==> src/rtl/programmable_prescaler_if.sv <==
// Control and status bundle for programmable_prescaler.
// The master drives the configuration strobes; the slave (the prescaler) returns registered outputs.
interface programmable_prescaler_if #(
    parameter int WIDTH = 32,
    parameter int OUT_W = 8,
    parameter int DIV_W = 16,
    parameter int TAP_W = 5
) ();
    logic             enable;
    logic             load;
    logic             mode;
    logic [TAP_W-1:0] tap_sel;
    logic [DIV_W-1:0] div_n;
    logic [OUT_W-1:0] prescaled;
    logic             div_out;
    logic             tick;
    logic [WIDTH-1:0] count;

    modport master (
        output enable, load, mode, tap_sel, div_n,
        input  prescaled, div_out, tick, count
    );

    modport slave (
        input  enable, load, mode, tap_sel, div_n,
        output prescaled, div_out, tick, count
    );
endinterface

==> src/rtl/programmable_prescaler.sv <==
// Free-running counter with a selectable tap window plus a divide-by-N tick/toggle engine.
// Everything runs on clkC; outputs are registered and nothing derived is used as a clock.
module programmable_prescaler #(
    parameter int WIDTH   = 32,
    parameter int OUT_W   = 8,
    parameter int DIV_W   = 16,
    parameter int TAP_W   = 5,
    parameter int TAP_RST = 22
) (
    input logic                     clkC,
    input logic                     reset,
    programmable_prescaler_if.slave bus
);

    localparam logic [TAP_W-1:0] TAP_MAX  = TAP_W'(WIDTH - 1);
    localparam logic [TAP_W-1:0] TAP_INIT = TAP_W'(TAP_RST);
    localparam logic [DIV_W-1:0] DIV_ONE  = DIV_W'(1);
    localparam logic [DIV_W-1:0] DIV_ZERO = DIV_W'(0);
    localparam logic [WIDTH-1:0] CNT_ONE  = WIDTH'(1);

    logic [WIDTH-1:0] count_q,     count_d;
    logic [DIV_W-1:0] div_cnt_q,   div_cnt_d;
    logic             div_out_q,   div_out_d;
    logic             tick_q,      tick_d;
    logic [OUT_W-1:0] prescaled_q, prescaled_d;
    logic             mode_q,      mode_d;
    logic [TAP_W-1:0] tap_sel_q,   tap_sel_d;
    logic [DIV_W-1:0] div_n_q,     div_n_d;
    logic             div_wrap_s;

    // Next-state for counter, divider, shadow registers and the output window.
    always_comb begin
        count_d     = count_q;
        div_cnt_d   = div_cnt_q;
        div_out_d   = div_out_q;
        tick_d      = 1'b0;
        mode_d      = mode_q;
        tap_sel_d   = tap_sel_q;
        div_n_d     = div_n_q;
        prescaled_d = prescaled_q;
        div_wrap_s  = (div_n_q != DIV_ZERO) && (div_cnt_q == (div_n_q - DIV_ONE));

        if (bus.enable) begin
            count_d = count_q + CNT_ONE;
        end else begin
            count_d = count_q;
        end

        if (bus.load) begin
            mode_d    = bus.mode;
            tap_sel_d = (bus.tap_sel > TAP_MAX) ? TAP_MAX : bus.tap_sel;
            div_n_d   = bus.div_n;
            div_cnt_d = DIV_ZERO;
        end else if (bus.enable) begin
            // The divider keeps running in tap mode; only the tick/toggle is mode-gated.
            if (div_n_q == DIV_ZERO) begin
                div_cnt_d = DIV_ZERO;
            end else if (div_wrap_s) begin
                div_cnt_d = DIV_ZERO;
                if (mode_q) begin
                    tick_d    = 1'b1;
                    div_out_d = ~div_out_q;
                end else begin
                    tick_d    = 1'b0;
                end
            end else begin
                div_cnt_d = div_cnt_q + DIV_ONE;
            end
        end else begin
            div_cnt_d = div_cnt_q;
        end

        if (mode_q) begin
            prescaled_d = OUT_W'(div_out_d);
        end else begin
            prescaled_d = OUT_W'(count_q >> tap_sel_q);
        end
    end

    // State registers with synchronous reset.
    always_ff @(posedge clkC) begin
        if (reset) begin
            count_q     <= {WIDTH{1'b0}};
            div_cnt_q   <= DIV_ZERO;
            div_out_q   <= 1'b0;
            tick_q      <= 1'b0;
            prescaled_q <= {OUT_W{1'b0}};
            mode_q      <= 1'b0;
            tap_sel_q   <= TAP_INIT;
            div_n_q     <= DIV_ONE;
        end else begin
            count_q     <= count_d;
            div_cnt_q   <= div_cnt_d;
            div_out_q   <= div_out_d;
            tick_q      <= tick_d;
            prescaled_q <= prescaled_d;
            mode_q      <= mode_d;
            tap_sel_q   <= tap_sel_d;
            div_n_q     <= div_n_d;
        end
    end

    assign bus.count     = count_q;
    assign bus.div_out   = div_out_q;
    assign bus.tick      = tick_q;
    assign bus.prescaled = prescaled_q;

endmodule

==> src/flat_wrapper.sv <==
// flat-port wrapper written by rule: the top's interface ports become plain ports
module programmable_prescaler_flat 
#(
    parameter int WIDTH   = 32,
    parameter int OUT_W   = 8,
    parameter int DIV_W   = 16,
    parameter int TAP_W   = 5,
    parameter int TAP_RST = 22
)
  (clkC, reset, bus_enable, bus_load, bus_mode, bus_tap_sel, bus_div_n, bus_prescaled, bus_div_out, bus_tick, bus_count);
  programmable_prescaler_if #(.WIDTH(WIDTH), .OUT_W(OUT_W), .DIV_W(DIV_W), .TAP_W(TAP_W)) bus_i ();
  input logic clkC;
  input logic reset;
  input wire logic [$bits(bus_i.enable)-1:0] bus_enable;
  input wire logic [$bits(bus_i.load)-1:0] bus_load;
  input wire logic [$bits(bus_i.mode)-1:0] bus_mode;
  input wire logic [$bits(bus_i.tap_sel)-1:0] bus_tap_sel;
  input wire logic [$bits(bus_i.div_n)-1:0] bus_div_n;
  output wire logic [$bits(bus_i.prescaled)-1:0] bus_prescaled;
  output wire logic [$bits(bus_i.div_out)-1:0] bus_div_out;
  output wire logic [$bits(bus_i.tick)-1:0] bus_tick;
  output wire logic [$bits(bus_i.count)-1:0] bus_count;
  assign bus_i.enable = bus_enable;
  assign bus_i.load = bus_load;
  assign bus_i.mode = bus_mode;
  assign bus_i.tap_sel = bus_tap_sel;
  assign bus_i.div_n = bus_div_n;
  assign bus_prescaled = bus_i.prescaled;
  assign bus_div_out = bus_i.div_out;
  assign bus_tick = bus_i.tick;
  assign bus_count = bus_i.count;
  programmable_prescaler #(.WIDTH(WIDTH), .OUT_W(OUT_W), .DIV_W(DIV_W), .TAP_W(TAP_W), .TAP_RST(TAP_RST)) u_core (.clkC(clkC), .reset(reset), .bus(bus_i));
endmodule
==> config.mk <==
export PLATFORM = sky130hd
export DESIGN_NAME = programmable_prescaler_flat
export DESIGN_NICKNAME = d
export VERILOG_FILES = /design/src/rtl/programmable_prescaler_if.sv /design/src/rtl/programmable_prescaler.sv /design/src/flat_wrapper.sv
export SDC_FILE = /design/constraint.sdc
export NUM_CORES = 1
export LEC_CHECK = 0
export ABC_CLOCK_PERIOD_IN_PS = 2850
export BUFFER_PORTS_ARGS = -buffer_cell sky130_fd_sc_hd__buf_2
export CAP_MARGIN = 10
export CORE_ASPECT_RATIO = 1.4
export CORE_MARGIN = 2
export CORE_UTILIZATION = 53
export CTS_CLUSTER_SIZE = 24
export DETAILED_ROUTE_END_ITERATION = 10
export MAX_ROUTING_LAYER = met4
export PLACE_DENSITY = 0.78
export SYNTH_ARGS = -nofsm -noshare
export SYNTH_HDL_FRONTEND = slang
export SYNTH_SLANG_ARGS = --single-unit
export TNS_END_PERCENT = 10
==> constraint.sdc <==
create_clock -name clkC -period 2.85 [get_ports clkC]
set_input_delay 0.1425 -clock clkC [delete_from_list [all_inputs] [get_ports clkC]]
set_output_delay 0.1425 -clock clkC [all_outputs]
set_load 0.02 [all_outputs]
Word-level counts from Yosys, hierarchy flattened
Cells that the tools add are included.
{"block": "op_classes", "n_eq_ne": 1, "bitwise": 3, "shifts": 1, "addsub": 3, "n_lt_le_gt_ge": 1, "n_reduce_logical": 6, "n_mux": 10}
{"op": "$add 32x1->32 const B", "count": 1}
{"op": "$mux 16", "count": 2}
{"op": "$shr 32x5->8", "count": 1}
{"op": "$add 16x1->16 const B", "count": 1}
{"op": "$eq 16x16->1", "count": 1}
{"op": "$logic_not 16->1", "count": 1}
{"op": "$reduce_bool 16->1", "count": 1}
{"op": "$sub 16x1->16 const B", "count": 1}
{"op": "$mux 1", "count": 7}
{"op": "$gt 5x5->1 const B", "count": 1}
{"op": "$mux 5", "count": 1}
{"op": "$reduce_or 5->1", "count": 1}
{"op": "$reduce_or 2->1", "count": 2}
{"op": "$not 1->1", "count": 3}
{"op": "$logic_and 1x1->1", "count": 1}
{"block": "totals", "out_inout_bits": 42, "inputBits": 26, "ff_bits": 80}

Depth between registers and ports, before layout
{"block": "logic_depth", "word_depth": 8, "depth_mapped": 11, "ltp_nobuf": 10}

Worst setup path before layout
OpenSTA, ideal clock, no wires.
{"block": "synth_path", "kind": "reg-to-reg", "from": "register u_core.div_n_q[0]", "to": "register u_core.div_cnt_q[6]", "arrival_time_ps": 2706, "path_buffers": 1, "path_stages_with_launch": 12, "required_ps": 2722, "setup_slack_ps": 16, "period_less_slack_ps": 2834, "cell_sequence": "dfxtp_1 inv_1 ha_1 nor4b_4 nand4b_1 or4b_1 o211ai_1 a21oi_1 or4_4 buf_6 a41oi_1 a31oi_1"}
{"block": "synth_via", "elab_chain_len": 5, "elab_cells_between_ends": 7, "cone_classes": "1 x add/sub; 1 x eq/ne; 2 x mux; 3 x reduce/logical"}
{"element": "start, declared", "line_no": "programmable_prescaler.sv:28", "source": "logic [DIV_W-1:0] div_n_q, div_n_d;"}
{"element": "start signal, assigned", "line_no": "programmable_prescaler.sv:99", "source": "div_n_q <= div_n_d;"}
{"element": "$sub 16x1->16", "line_no": "programmable_prescaler.sv:41", "source": "div_wrap_s = (div_n_q != DIV_ZERO) && (div_cnt_q == (div_n_q - DIV_ONE));"}
{"element": "$eq 16x16->1", "line_no": "programmable_prescaler.sv:41"}
{"element": "$logic_and 1x1->1", "line_no": "programmable_prescaler.sv:41"}
{"element": "$mux 16", "line_no": "programmable_prescaler.sv:58", "source": "end else if (div_wrap_s) begin"}
{"element": "$mux 16 (*)", "line_no": "programmable_prescaler.sv:56", "source": "if (div_n_q == DIV_ZERO) begin"}
{"element": "end signal, assigned", "line_no": "programmable_prescaler.sv:93", "source": "div_cnt_q <= div_cnt_d;"}
{"element": "end, declared", "line_no": "programmable_prescaler.sv:22", "source": "logic [DIV_W-1:0] div_cnt_q, div_cnt_d;"}
Every way passes the cells marked *; elsewhere a longest branch is shown, timed or not.
A chain may end at the register's enable or synchronous reset.

Worst setup path in the final report
{"block": "layout_path", "from": "register u_core.div_n_q[12]", "to": "register u_core.div_cnt_q[12]"}
The elaborated chain is that of the path after synthesis.

==> flow_summary.yaml <==
logic_synthesis:
  post_synth_num_cell_types: 60
  yosysSeqAreaShare: 0.320
  synthFlopType: "dfxtp_1"
  netlist_instances: 586
  syn_avg_cell_area_um2: 8.53
  synthTopCellsByArea: "dfxtp_1 32%, mux2i_1 9.6%, mux4_2 8.1%"
  synth_fp_nets: 615
  ys_ff_latch: 80
  ys_warn_count: 0
  synth_area_um2: 5000
  yosys.cell_count.top_type: "nor2_1"
  synth_top_cell_by_area: "dfxtp_1"
  synthArstFlopShare: 0
  synth.top_cell.area_share: 0.320
  synthTopCellsByCount: "85 x nor2_1, 80 x dfxtp_1, 48 x mux2i_1"
  synth_edf_count: 0
drt:
  drtIter0Drc: 301
  routed_wl_um: 13600
  wl_per_cell_um: 17.8
  ant_nets: 0
  vias: 4745
  highest_layer: "met4"
  route.met2.wl_um: 7270
  dr.pass1.iters: 5
  wl_met3_um: 560
  via_per_inst: 6.21
  drc: 0
  routedLengthMet1_um: 5160
timing:
  tightestPinTransition_ns: 0.769
  fin_crit_sh: 1.03
  finalSetupViolations: 15
  min_period_ns: 2.94
  timing.slew.headroom: 0.487
  hold_violations: 0
  rsz0062_at_grt: "true"
  whs_ns: 0.0316
  drv_slew: 0
  fin_skew_ns: 0.00912
  worst_slack_ns: -0.0940
  max_clock_freq_ghz: 0.340
power:
  vdd_ir_drop_max_mv: 0.285
  clock_power_share: 0.438
  p_int_w: 0.00207
  p_leak_nw: 2.44
  switching_share: 0.248
  power_density_nw_per_um2: 470
  comb_power_share: 0.130
  finalPower_w: 0.00275
  seq_power_share: 0.432
  power.net_switching_w: 0.000680
place:
  portBuffers: 67
  place_congestion: 0.949
  dp_hpwl_um: 9900
status:
  outcome: "complete, but fails checks"
  violations: "setup timing"
clock_network:
  clockBufferDepth: 2
  cts_made_buffers: 9
  root_buffer: "clkbuf_16"
  clock_latency_ns: 0.34
  cts_tree: "done"
  clkTransAtPathRegs_ns: 0.06
  cts.hold.buffers_added: 0
  htree_levels: 3
  cts_sinks: 80
finish:
  antenna_cells: 0
  register_area_um2: 1600
  drive_gt1_frac: 0.218
  syn_to_final_growth_pct: 16.9
  nNetsFinal: 682
  nFillCells: 761
  multi_input_area_um2: 3200
worst_setup_path:
  worstSetupEndpointType: "flop"
  max_stage_delay_ns: 0.58
  required_ns: 3.06
  crit_top_cell: "or4_4"
  crit_fanout: 22
  crit_family: "simple AND/OR/NAND/NOR gates"
  crit_type: "reg2reg"
  cp.arrival_ns: 3.16
  critPathSlowestCell: "or4_4"
  startpoint_type: "flop"
  critical_path_buf_inv_count: 0
  crit_chain: "or4_4, or4b_4, or3_4, nand2_1, nand4_1, or4_4, a41oi_1, a31oi_1"
hold_path:
  hold_class: "in2reg"
grt:
  grt_max_degree: 38
  grt_pass1_wl_um: 22600
  grt.overflow.total: 0
  antenna_found_initial: 0
  grt_usage: 0.281
  grt_pass1_vias: 4764
die:
  start_util: 0.551
  fp.dieH_um: 119
  die_w_um: 86.1
  fp.dieArea_um2: 10200
  io_pins: 68
  core_area_um2: 9080
  rows: 41
flow_run:
  maxCapViolCount: 0
==> what timing repair did <==
item,CTS,global route
cloned,0,0
hold endpoints to repair,0,0
setup buffers,0,0
endpoints found under the setup margin,16,18
gates resized for setup,2,1
pin swaps,1,1
==> area by class of cell <==
cell class                 instances  area share
multi-input combinational        454       0.548
sequential                        80       0.274
timing repair buffer              97      0.0959
clock buffer                      11      0.0398
tap                              107      0.0229
clock inverter                     4      0.0120
inverter                          11     0.00707
==> logic make-up (layout without fill, tap and decap cells) <==
logic type / Yosys count / count (layout) / synth area share
mux: 70 / 70 / 0.186
compound gates: 89 / 89 / 0.115
fa+ha+maj: 3 / 3 / 0.00751
buf+inv: 52 / 123 / 0.0408
xor+xnor: 49 / 49 / 0.0858
simple gates: 243 / 243 / 0.244
flops: 80 / 80 / 0.320
==> state kept, by name, summed over array words and instances, names as in the netlist <==
name / count
u_core.bus.prescaled: 8
u_core.mode_q: 1
u_core.bus.div_out: 1
u_core.div_cnt_q: 16
u_core.tap_sel_q: 5
u_core.div_n_q: 16
u_core.bus.tick: 1
u_core.bus.count: 32
==> stage by stage <==
stage / cells / utilization / TNS, ns / worst slack [ns] / area, µm²
2_1_floorplan: 586 / - / 0 / 0.0165 / 5000
3_3_place_gp: 749 / 0.609 / -0.253 / -0.0484 / 5530
3_5_place_dp: 749 / 0.609 / -0.897 / -0.105 / 5530
4_1_cts: 764 / 0.644 / -0.759 / -0.0804 / 5840
5_1_grt: 764 / 0.644 / -3.12 / -0.234 / 5840
6_report: 764 / 0.644 / -0.881 / -0.0940 / 5840
==> worst paths after layout <==
check / start / slack [ns] / endpoint / cells after the start
setup reg to reg: u_core.div_n_q[12] / -0.09 / u_core.div_cnt_q[12] / 8
hold / removal: bus_tap_sel[1] / 0.03 / u_core.tap_sel_q[1] / 3
setup / recovery: u_core.div_n_q[12] / -0.09 / u_core.div_cnt_q[12] / 8
hold reg to reg: u_core.div_cnt_q[15] / 0.51 / u_core.div_cnt_q[15] / 1
==> power by group through the flow <==
stage                     Combinational (W)  Sequential, W  Clock [W]
after floorplan                    0.000247        0.00120          0
after global placement             0.000344        0.00121          0
after detailed placement           0.000353        0.00121          0
after CTS                          0.000357        0.00119    0.00122
after global routing               0.000391        0.00119    0.00127
final                              0.000358        0.00119    0.00120
==> metal layers <==
layer / track usage / up-vias
met3: 0.0402 / 46
met5: - / -
met4: 0.158 / 0
li1: - / 2253
met1: 0.301 / 2298
met2: 0.488 / 148
==> cell usage in the layout (no fill, tap or decap), types with 9 or more instances in the layout <==
| master | n |
|---|---|
| nand2_1 | 47 |
| nor2_1 | 85 |
| a21oi_1 | 22 |
| nand3_1 | 16 |
| buf_4 | 30 |
| xor2_1 | 28 |
| nand4_1 | 11 |
| dfxtp_1 | 80 |
| mux4_2 | 18 |
| clkbuf_16 | 9 |
| and3_1 | 17 |
| nor3_1 | 18 |
| mux2i_1 | 48 |
| inv_1 | 10 |
| a31oi_1 | 10 |
| buf_2 | 67 |
| o21ai_0 | 19 |
| xnor2_1 | 21 |
| or3_1 | 10 |
==> worst min-delay path: stages <==
cell	delay (ns)
buf_2	0.08
mux2i_1	0.06
nand2_1	0.06
Note: power is estimated with default switching activity, not from simulation.
